==> src/rtl/cache_mem_arbiter_pkg.sv <==
// Shared types for the cache/RAM arbitration slice.
package cache_mem_arbiter_pkg;

    typedef logic [31:0] word_t;

    // RAM status as reported by the RAM model
    typedef enum logic [1:0] {
        FREE   = 2'd0,
        BUSY   = 2'd1,
        ACCESS = 2'd2,
        ERROR  = 2'd3
    } ramstate_t;

endpackage

==> src/rtl/cache_mem_arbiter_starve_counter.sv <==
// Saturating counter of consecutive contested dcache grants.
module cache_mem_arbiter_starve_counter #(
    parameter int unsigned LIMIT = 4
) (
    input  logic clk,
    input  logic rst,
    input  logic inc,
    input  logic clr,
    output logic limit_hit
);

    localparam int unsigned W = $clog2(LIMIT + 1);
    localparam logic [W-1:0] LIMIT_W = W'(LIMIT);

    logic [W-1:0] count_q, count_d;

    // Next count: clear wins, increment saturates at LIMIT
    always_comb begin
        // NOTE: every combinational output gets a default first so no path leaves it unassigned (no latch).
        count_d = count_q;
        if (clr) begin
            count_d = '0;
        end else if (inc && (count_q < LIMIT_W)) begin
            count_d = count_q + 1'b1;
        end
    end

    // Count register
    always_ff @(posedge clk or posedge rst) begin
        // NOTE: state is updated with <= so every flop samples pre-edge values regardless of block order.
        if (rst) count_q <= '0;
        else     count_q <= count_d;
    end

    assign limit_hit = (count_q >= LIMIT_W);

endmodule

==> src/rtl/cache_mem_arbiter.sv <==
// Arbitrates icache and dcache requests onto a single-ported RAM.
// A dcache block (two words) completes without re-arbitration; a
// starvation counter forces a waiting icache in after STARVE_LIMIT
// contested dcache grants.
module cache_mem_arbiter
    import cache_mem_arbiter_pkg::*;
#(
    parameter int unsigned STARVE_LIMIT = 4,
    parameter word_t       ERR_WORD     = 32'hBAD1BAD1
) (
    input  logic        CLK,
    input  logic        RST,
    input  logic        iREN,
    input  word_t       iaddr,
    output logic        iwait,
    output word_t       iload,
    input  logic        dREN,
    input  logic        dWEN,
    input  word_t       daddr,
    input  word_t       dstore,
    output logic        dwait,
    output word_t       dload,
    output logic        ramREN,
    output logic        ramWEN,
    output word_t       ramaddr,
    output word_t       ramstore,
    input  word_t       ramload,
    input  logic [1:0]  ramstate,
    output logic        err
);

    typedef enum logic [1:0] {
        IDLE   = 2'd0,
        SERV_D = 2'd1,
        SERV_I = 2'd2
    } state_t;

    state_t    state_q, state_d;
    logic      err_q, err_d;
    logic      d_req;
    logic      starve_inc, starve_clr, starve_hit;
    ramstate_t ram_st;

    assign d_req  = dREN | dWEN;
    assign ram_st = ramstate_t'(ramstate);
    assign err    = err_q;

    cache_mem_arbiter_starve_counter #(
        .LIMIT (STARVE_LIMIT)
    ) u_starve_counter (
        .clk       (CLK),
        .rst       (RST),
        .inc       (starve_inc),
        .clr       (starve_clr),
        .limit_hit (starve_hit)
    );

    // State and sticky error registers
    always_ff @(posedge CLK or posedge RST) begin
        if (RST) begin
            state_q <= IDLE;
            err_q   <= 1'b0;
        end else begin
            state_q <= state_d;
            err_q   <= err_d;
        end
    end

    // Next state, starvation bookkeeping and error capture
    always_comb begin
        state_d    = state_q;
        err_d      = err_q;
        starve_inc = 1'b0;
        starve_clr = 1'b0;
        case (state_q)
            IDLE: begin
                if (d_req && (!iREN || !starve_hit)) begin
                    state_d    = SERV_D;
                    starve_inc = iREN;
                end else if (iREN) begin
                    state_d    = SERV_I;
                    starve_clr = 1'b1;
                end
                if (!iREN) starve_clr = 1'b1;
            end
            SERV_D: begin
                if (!d_req) begin
                    state_d = IDLE;
                end else if (ram_st == ACCESS) begin
                    // First word of a block keeps the grant for the second word
                    state_d = daddr[2] ? IDLE : SERV_D;
                end else if (ram_st == ERROR) begin
                    state_d = IDLE;
                    err_d   = 1'b1;
                end
            end
            SERV_I: begin
                if (!iREN || (ram_st == ACCESS)) begin
                    state_d = IDLE;
                end else if (ram_st == ERROR) begin
                    state_d = IDLE;
                    err_d   = 1'b1;
                end
            end
            default: state_d = IDLE;
        endcase
    end

    // Cache handshakes and RAM strobes for the current owner
    always_comb begin
        iwait    = 1'b1;
        dwait    = 1'b1;
        iload    = '0;
        dload    = '0;
        ramREN   = 1'b0;
        ramWEN   = 1'b0;
        ramaddr  = '0;
        ramstore = '0;
        case (state_q)
            SERV_D: begin
                if (d_req) begin
                    ramaddr  = daddr;
                    ramstore = dstore;
                    ramWEN   = dWEN;
                    ramREN   = dREN & ~dWEN;
                    if (ram_st == ACCESS) begin
                        dwait = 1'b0;
                        dload = ramload;
                    end else if (ram_st == ERROR) begin
                        dwait = 1'b0;
                        dload = ERR_WORD;
                    end
                end
            end
            SERV_I: begin
                if (iREN) begin
                    ramaddr = iaddr;
                    ramREN  = 1'b1;
                    if (ram_st == ACCESS) begin
                        iwait = 1'b0;
                        iload = ramload;
                    end else if (ram_st == ERROR) begin
                        iwait = 1'b0;
                        iload = ERR_WORD;
                    end
                end
            end
            default: ;
        endcase
    end

endmodule

==> config.mk <==
export PLATFORM = sky130hd
export DESIGN_NAME = cache_mem_arbiter
export DESIGN_NICKNAME = d
export VERILOG_FILES = /design/src/rtl/cache_mem_arbiter_pkg.sv /design/src/rtl/cache_mem_arbiter_starve_counter.sv /design/src/rtl/cache_mem_arbiter.sv
export SDC_FILE = /design/constraint.sdc
export NUM_CORES = 1
export LEC_CHECK = 0
export CELL_PAD_IN_SITES_DETAIL_PLACEMENT = 0
export CELL_PAD_IN_SITES_GLOBAL_PLACEMENT = 2
export CORE_MARGIN = 10
export CORE_UTILIZATION = 10
export CTS_CLUSTER_SIZE = 28
export DETAILED_ROUTE_END_ITERATION = 16
export PLACE_DENSITY_LB_ADDON = 0.1
export SYNTH_ARGS = -nofsm -noshare
export SYNTH_HDL_FRONTEND = slang
export SYNTH_SLANG_ARGS = --single-unit
==> constraint.sdc <==
create_clock -name CLK -period 1.8 [get_ports CLK]
set_input_delay 0.36 -clock CLK [delete_from_list [all_inputs] [get_ports CLK]]
set_output_delay 0.36 -clock CLK [all_outputs]
set_load 0.005 [all_outputs]
==> out/summary.txt, run 1 <==
Post-Place Cells - 739
Slew headroom - 76.06%
initial core utilization - 10.24%
WP data arrival - 1.84 ns
vias post-DR - 3130
Avg Vias per Cell - 3.888
Die Area - 21770 um2
mapped cell area - 1627 um2
Iteration-0 DRC Markers - 58
final hold viol count - 0
RR Startpoint - state_q[0]
final core occ - 36.12%
CP required - 1.44 ns
CTS tree - yes
Post-synth top flop - dfrtp_1
Pre-antenna DRT Iters - 4
# DRC - 0
CTS Sinks - 6
Yosys top cell by area - a22oi_1
Synth cell types - 33
Die X-Extent - 147.5 um
outcome - finished, violations left
crit-path max FO - 7
CTS clock-pin slew for the worst setup and hold paths - 0.03 ns
FF+latch count, synth - 6
Cells after Synth - 255
total grt overflow - 0
ANT cells - 0
largest net degree at the start of global routing - 33
pre-CTS setup slack - -0.6363 ns
Tcrit/Tclk final - 122.3%
Min-Delay Path Class - input pin to async pin
most instantiated cells after synthesis - nor2_1, and2_1, nor2b_1, a22oi_1, and3_1
WL per Instance - 18.90 um
sequential area share after synthesis - 9.231%
core area - 15890 um2
final-stage net count - 731
Layout Skew - 0.0002608 ns
first-pass GRT wire length - 21990 um
number of global-route vias before repair - 3228
Post-synth EDFFs - 0
Final Cell Area - 5738 um2
# setup viols final - 132
CP startpoint - state_q[0]
RSZ-0062 raised after global routing - yes
WS Path Type - register to output port
fin crit period - 2.201 ns
LEAKAGE - 2.619 nW
Fin Setup TNS - -34.64 ns
htree depth - 1
dominant cells by area after synthesis - a22oi_1, nor2_1, and2_1
final setup margin - -0.4008 ns
CTS Buffer Depth - 2
Layout area overhead - 252.8%
FP Rows - 46
total CTS buffers - 3
PD cells - 801.3 nW/um2
Final Slew Violations - 0
Total Routing Usage GR - 13.03%
antenna violations before repair - 0
Die H - 147.5 um
Placed Area - 4707 um2
max-cap violations - 0
Max Clk Rate - 454.4 MHz
Cell Count, Final, Fillers Out - 805
IO Port Bufs - 267
share of layout cells above drive strength 1 - 56.03%
failing checks - negative setup slack
Final ANT Viol Nets - 0
most frequent cell after synthesis - nor2_1
Mapped Nets - 395
yosys warns - 0
area fraction of the dominant cell type after synthesis - 14.77%
Critical Path Sink Type - output port
WL final - 15220 um
Worst-Margin Slew - 0.3578 ns
asr flop ratio synth - 100.0%
VDD IR max - 0.0006681 V
DP HPWL - 11470 um
worst skew pair latency - 0.22 ns
Startpoint Class - register
RD Place Congestion - 0.7200
# hold bufs at CTS - 0
CTS root buffer - clkbuf_16
Avg Inst Size Synth - 6.379 um2
io pins - 268
==> what timing repair did <==
item	in CTS	in global routing
resized for setup	682	79
endpoints found under the hold margin	0	0
pin swaps	40	25
buffers inserted	46	17
gates cloned	11	0
setup endpoints to repair	132	134
==> power breakdown <==
group / internal (mW) / total, mW / switching [mW]
registers: 0.173 / 0.202 / 0.0290
logic: 2.46 / 4.04 / 1.58
clock network: 0.285 / 0.359 / 0.0738
==> critical path: stages, from the launching register on <==
cell and delay, ns:
dfrtp_1 0.40, buf_6 0.14, ha_4 0.15, o21a_4 0.14, buf_4 0.14, buf_4 0.12
buf_6 0.12, buf_16 0.12, and2_1 0.14, buf_2 0.13
==> metrics by stage <==
step	total power, mW	hold slack (ns)
after global placement	3.088	0.4689
after global routing	4.942	0.3825
after floorplan	1.320	0.1510
final	4.598	0.3513
after detailed placement	3.078	0.4669
after CTS	4.632	0.3654
==> routing by layer <==
metal / vias to the layer above / GRT usage, % / wire [um]
met5: - / 0 / 0
met4: 0 / 0.9415 / 66
met3: 4 / 2.778 / 777
met2: 114 / 26.85 / 8890
met1: 1462 / 13.42 / 5480
li1: 1550 / - / -
==> cell usage in the layout (no fill, tap or decap), types with 2 or more instances in the layout <==
cell             count
nand2b_1             2
clkdlybuf4s50_1    130
nor2b_1             33
inv_1                5
nor2_1              31
ha_4                 3
buf_6               73
dfrtp_1              6
nand2_1              5
buf_4               31
o22ai_1              2
nand2_8              4
clkbuf_16            3
o21ai_0              3
nor2_4              11
and2_4              21
buf_2               85
inv_2                2
buf_8               10
and2_1              13
ha_1                 2
and3_1              11
and3_4              17
nor2_2              14
a22oi_2             31
buf_12              14
buf_16               4
dlygate4sd2_1        5
==> final timing paths <==
check                                               to  slack (ns)  cells after the start
hold reg to reg                                    err        0.47                      1
min in group CLK                                   err        0.47                      1
setup / recovery                           ramstore[8]       -0.40                      9
max in group asynchronous                   state_q[1]        1.25                      2
setup reg to reg                            state_q[0]       -0.04                      8
hold / removal             u_starve_counter.count_q[0]        0.35                      2
==> sequential cells by signal (all words and copies together) (netlist names) <==
name	flops
u_starve_counter.count_q	3
state_q	2
err	1
==> logic make-up after synthesis <==
group                    synth area share, %
flip-flops                             9.231
AND/OR/NAND/NOR                        55.39
AO/OA/AOI/OAI                          21.23
buffers and inverters                  10.31
adder cells (fa/ha/maj)                3.846
==> layout make-up <==
cell class	count	area, um2
fillers	1730	10150
repair buffers	354	3382
well taps	216	270.3
inverters	7	26.28
clock buffers	3	75.07
multi-input cells	219	1834
flip-flops and latches	6	150.1
No activity file was read; power rests on OpenSTA's default activity.
==> inputs of run 2 (changes only) <==
==> constraint.sdc (replaced) <==
create_clock -name CLK -period 2.6 [get_ports CLK]
set_input_delay 0.52 -clock CLK [delete_from_list [all_inputs] [get_ports CLK]]
set_output_delay 0.52 -clock CLK [all_outputs]
set_load 0.005 [all_outputs]
==> run 2 against run 1 <==
The flow now finishes without violations. Clock skew hardly changed. Core utilization down 3.5 points. Count of clock-buffer cells in the layout is the same. First-iteration DRC count increased by 45%. Die area unchanged. Wire length fell by 5.8%. Largest cell class unchanged. Largest power group unchanged. Highest routed layer unchanged.
==> out/summary.txt, run 2 (synthesized netlist as in run 1, its figures left out) <==
family with the most delay on the worst path - buffers and inverters
Met3 Routed Length - 955 um
Seq. cell area - 150.1 um2
Final ANT Viol Nets - 0
CTS clock-pin slew for the worst setup and hold paths - 0.03 ns
share of layout cells above drive strength 1 - 11.50%
Bufs and invs on worst path - 4
Sw Ratio - 36.68%
crit-path max FO - 9
Die Area - 21770 um2
WS Path Type - register to output port
Final Total Pwr - 2.555 mW
LEAKAGE - 3.060 nW
Switching Power - 937.0 uW
Slew headroom - 79.73%
Min-Delay Path Class - register to register
number of global-route vias before repair - 2953
core area - 15890 um2
WL final - 14340 um
Final Slew Violations - 0
Total Routing Usage GR - 11.77%
Top Layer Used - met4
share of total power in combinational logic - 84.7%
Die H - 147.5 um
Layout Skew - 0.0004794 ns
fin crit period - 2.522 ns
WP data arrival - 2.00 ns
vias post-DR - 2894
setup slack, reg-to-reg - 0.66 ns
instance count on the critical path - 7
WL per Instance - 18.74 um
# DRC - 0
VDD IR max - 0.0003932 V
# hold bufs at CTS - 0
final hold viol count - 0
FP Rows - 46
met2 WL - 8028 um
number of flip-flops in the largest register - 3
PD cells - 493.7 nW/um2
CTS tree - yes
worst reg2reg path endpoint - state_q[0]
Layout area overhead - 218.2%
wl on met1 - 5179 um
final-stage net count - 690
Critical Path Sink Type - output port
CTS Sinks - 6
critical path's slowest cell - clkdlybuf4s50_1
reg2reg path depth - 8
final core occ - 32.58%
largest net degree at the start of global routing - 33
Cell Count, Final, Fillers Out - 765
Internal Power - 1.618 mW
initial core utilization - 10.24%
multi-input logic area - 1338 um2
IO Port Bufs - 267
CTS root buffer - clkbuf_16
Avg Vias per Cell - 3.783
RD Place Congestion - 0.7344
sequential share of power - 5.5%
Die X-Extent - 147.5 um
total CTS buffers - 3
CP startpoint - state_q[1]
Iteration-0 DRC Markers - 84
first-pass GRT wire length - 19710 um
most common cell after layout, fill and taps aside - clkdlybuf4s50_1
io pins - 268
CP Capture Point - dload[19]
Tcrit/Tclk final - 96.99%
htree depth - 1
max incr delay on CP - 0.53 ns
max-cap violations - 0
worst skew pair latency - 0.23 ns
commonest non-fill, non-tap cells in the layout - clkdlybuf4s50_1, nor2_1, dlymetal6s2s_1, dlygate4sd2_1, and2_1
Clock power frac - 9.7%
Worst-Margin Slew - 0.3040 ns
outcome - finished clean
total grt overflow - 0
CTS Buffer Depth - 2
CP Cell Sequence - inv_2 > ha_2 > o21a_4 > buf_4 > buf_8 > and3_1 > clkdlybuf4s50_1
CP required - 2.08 ns
antenna violations before repair - 1
RR Startpoint - state_q[0]
Post-Place Cells - 732
DP HPWL - 11520 um
Pre-antenna DRT Iters - 4
FILL cells - 1737
Top reg by flops - u_starve_counter.count_q
# setup viols final - 0
Max Clk Rate - 396.5 MHz
Startpoint Class - register
==> run 2: changes by cell type in the layout (fill, tap and decap cells not counted), moves of 11 or more <==
cell             delta
a22oi_1            +31
a22oi_2            -31
and2_1             +20
and2_4             -20
and3_1             +17
and3_4             -17
buf_2              -84
buf_6              -69
clkdlybuf4s50_1    +42
dlygate4sd2_1      +41
dlymetal6s2s_1     +49
nor2_1             +25
nor2_2             -14
nor2_4             -11
==> run 2: routing by layer <==
metal / vias to the layer above / global-route usage (%)
met5: - / 0
met4: 0 / 1.883
met3: 10 / 3.144
met2: 120 / 23.62
met1: 1314 / 11.88
li1: 1450 / -
==> run 2: per-stage QoR <==
step,hold slack (ns),instance area (um2),setup slack (ns),TNS (ns)
6_report,0.4627,5175,0.07815,0
5_1_grt,0.5338,5175,-0.01423,-0.04671
3_5_place_dp,0.4705,4654,-0.1813,-15.34
4_1_cts,0.4730,4838,-0.01957,-0.08064
2_1_floorplan,0.3110,1627,0.7126,0
3_3_place_gp,0.4640,4654,-0.1894,-15.58
==> run 2: area by class of cell <==
| cell class | instances | share of cell area (%) |
|---|---|---|
| multi-input cells | 216 | 25.85 |
| inverters | 7 | 0.5077 |
| clock buffers | 3 | 1.451 |
| well taps | 216 | 5.222 |
| diodes | 1 | 0.04836 |
| repair buffers | 316 | 64.02 |
| flip-flops and latches | 6 | 2.901 |
==> run 2: worst min path at each step <==
stage | startpoint | cells after the start | slack (ns) | to
2_1_floorplan | RST | 1 | 0.31 | err
3_3_place_gp | err | 1 | 0.46 | err
3_5_place_dp | err | 1 | 0.47 | err
4_1_cts | err | 1 | 0.47 | err
5_1_grt | err | 1 | 0.53 | err
6_report | err | 1 | 0.46 | err
==> run 2: timing repair <==
| action | in CTS | in global routing |
|---|---|---|
| buffers inserted | 6 | 18 |
| setup endpoints to repair | 129 | 88 |
| gates resized for setup | 59 | 55 |
| pin swaps | 1 | 0 |
| cloned | 3 | 2 |
==> run 2: power by group through the flow <==
stage / sequential [mW] / combinational [mW] / clock [mW]
2_1_floorplan: 0.138 / 0.776 / 0
3_3_place_gp: 0.144 / 1.97 / 0
3_5_place_dp: 0.146 / 1.96 / 0
4_1_cts: 0.141 / 2.09 / 0.258
5_1_grt: 0.145 / 2.36 / 0.264
6_report: 0.142 / 2.16 / 0.249
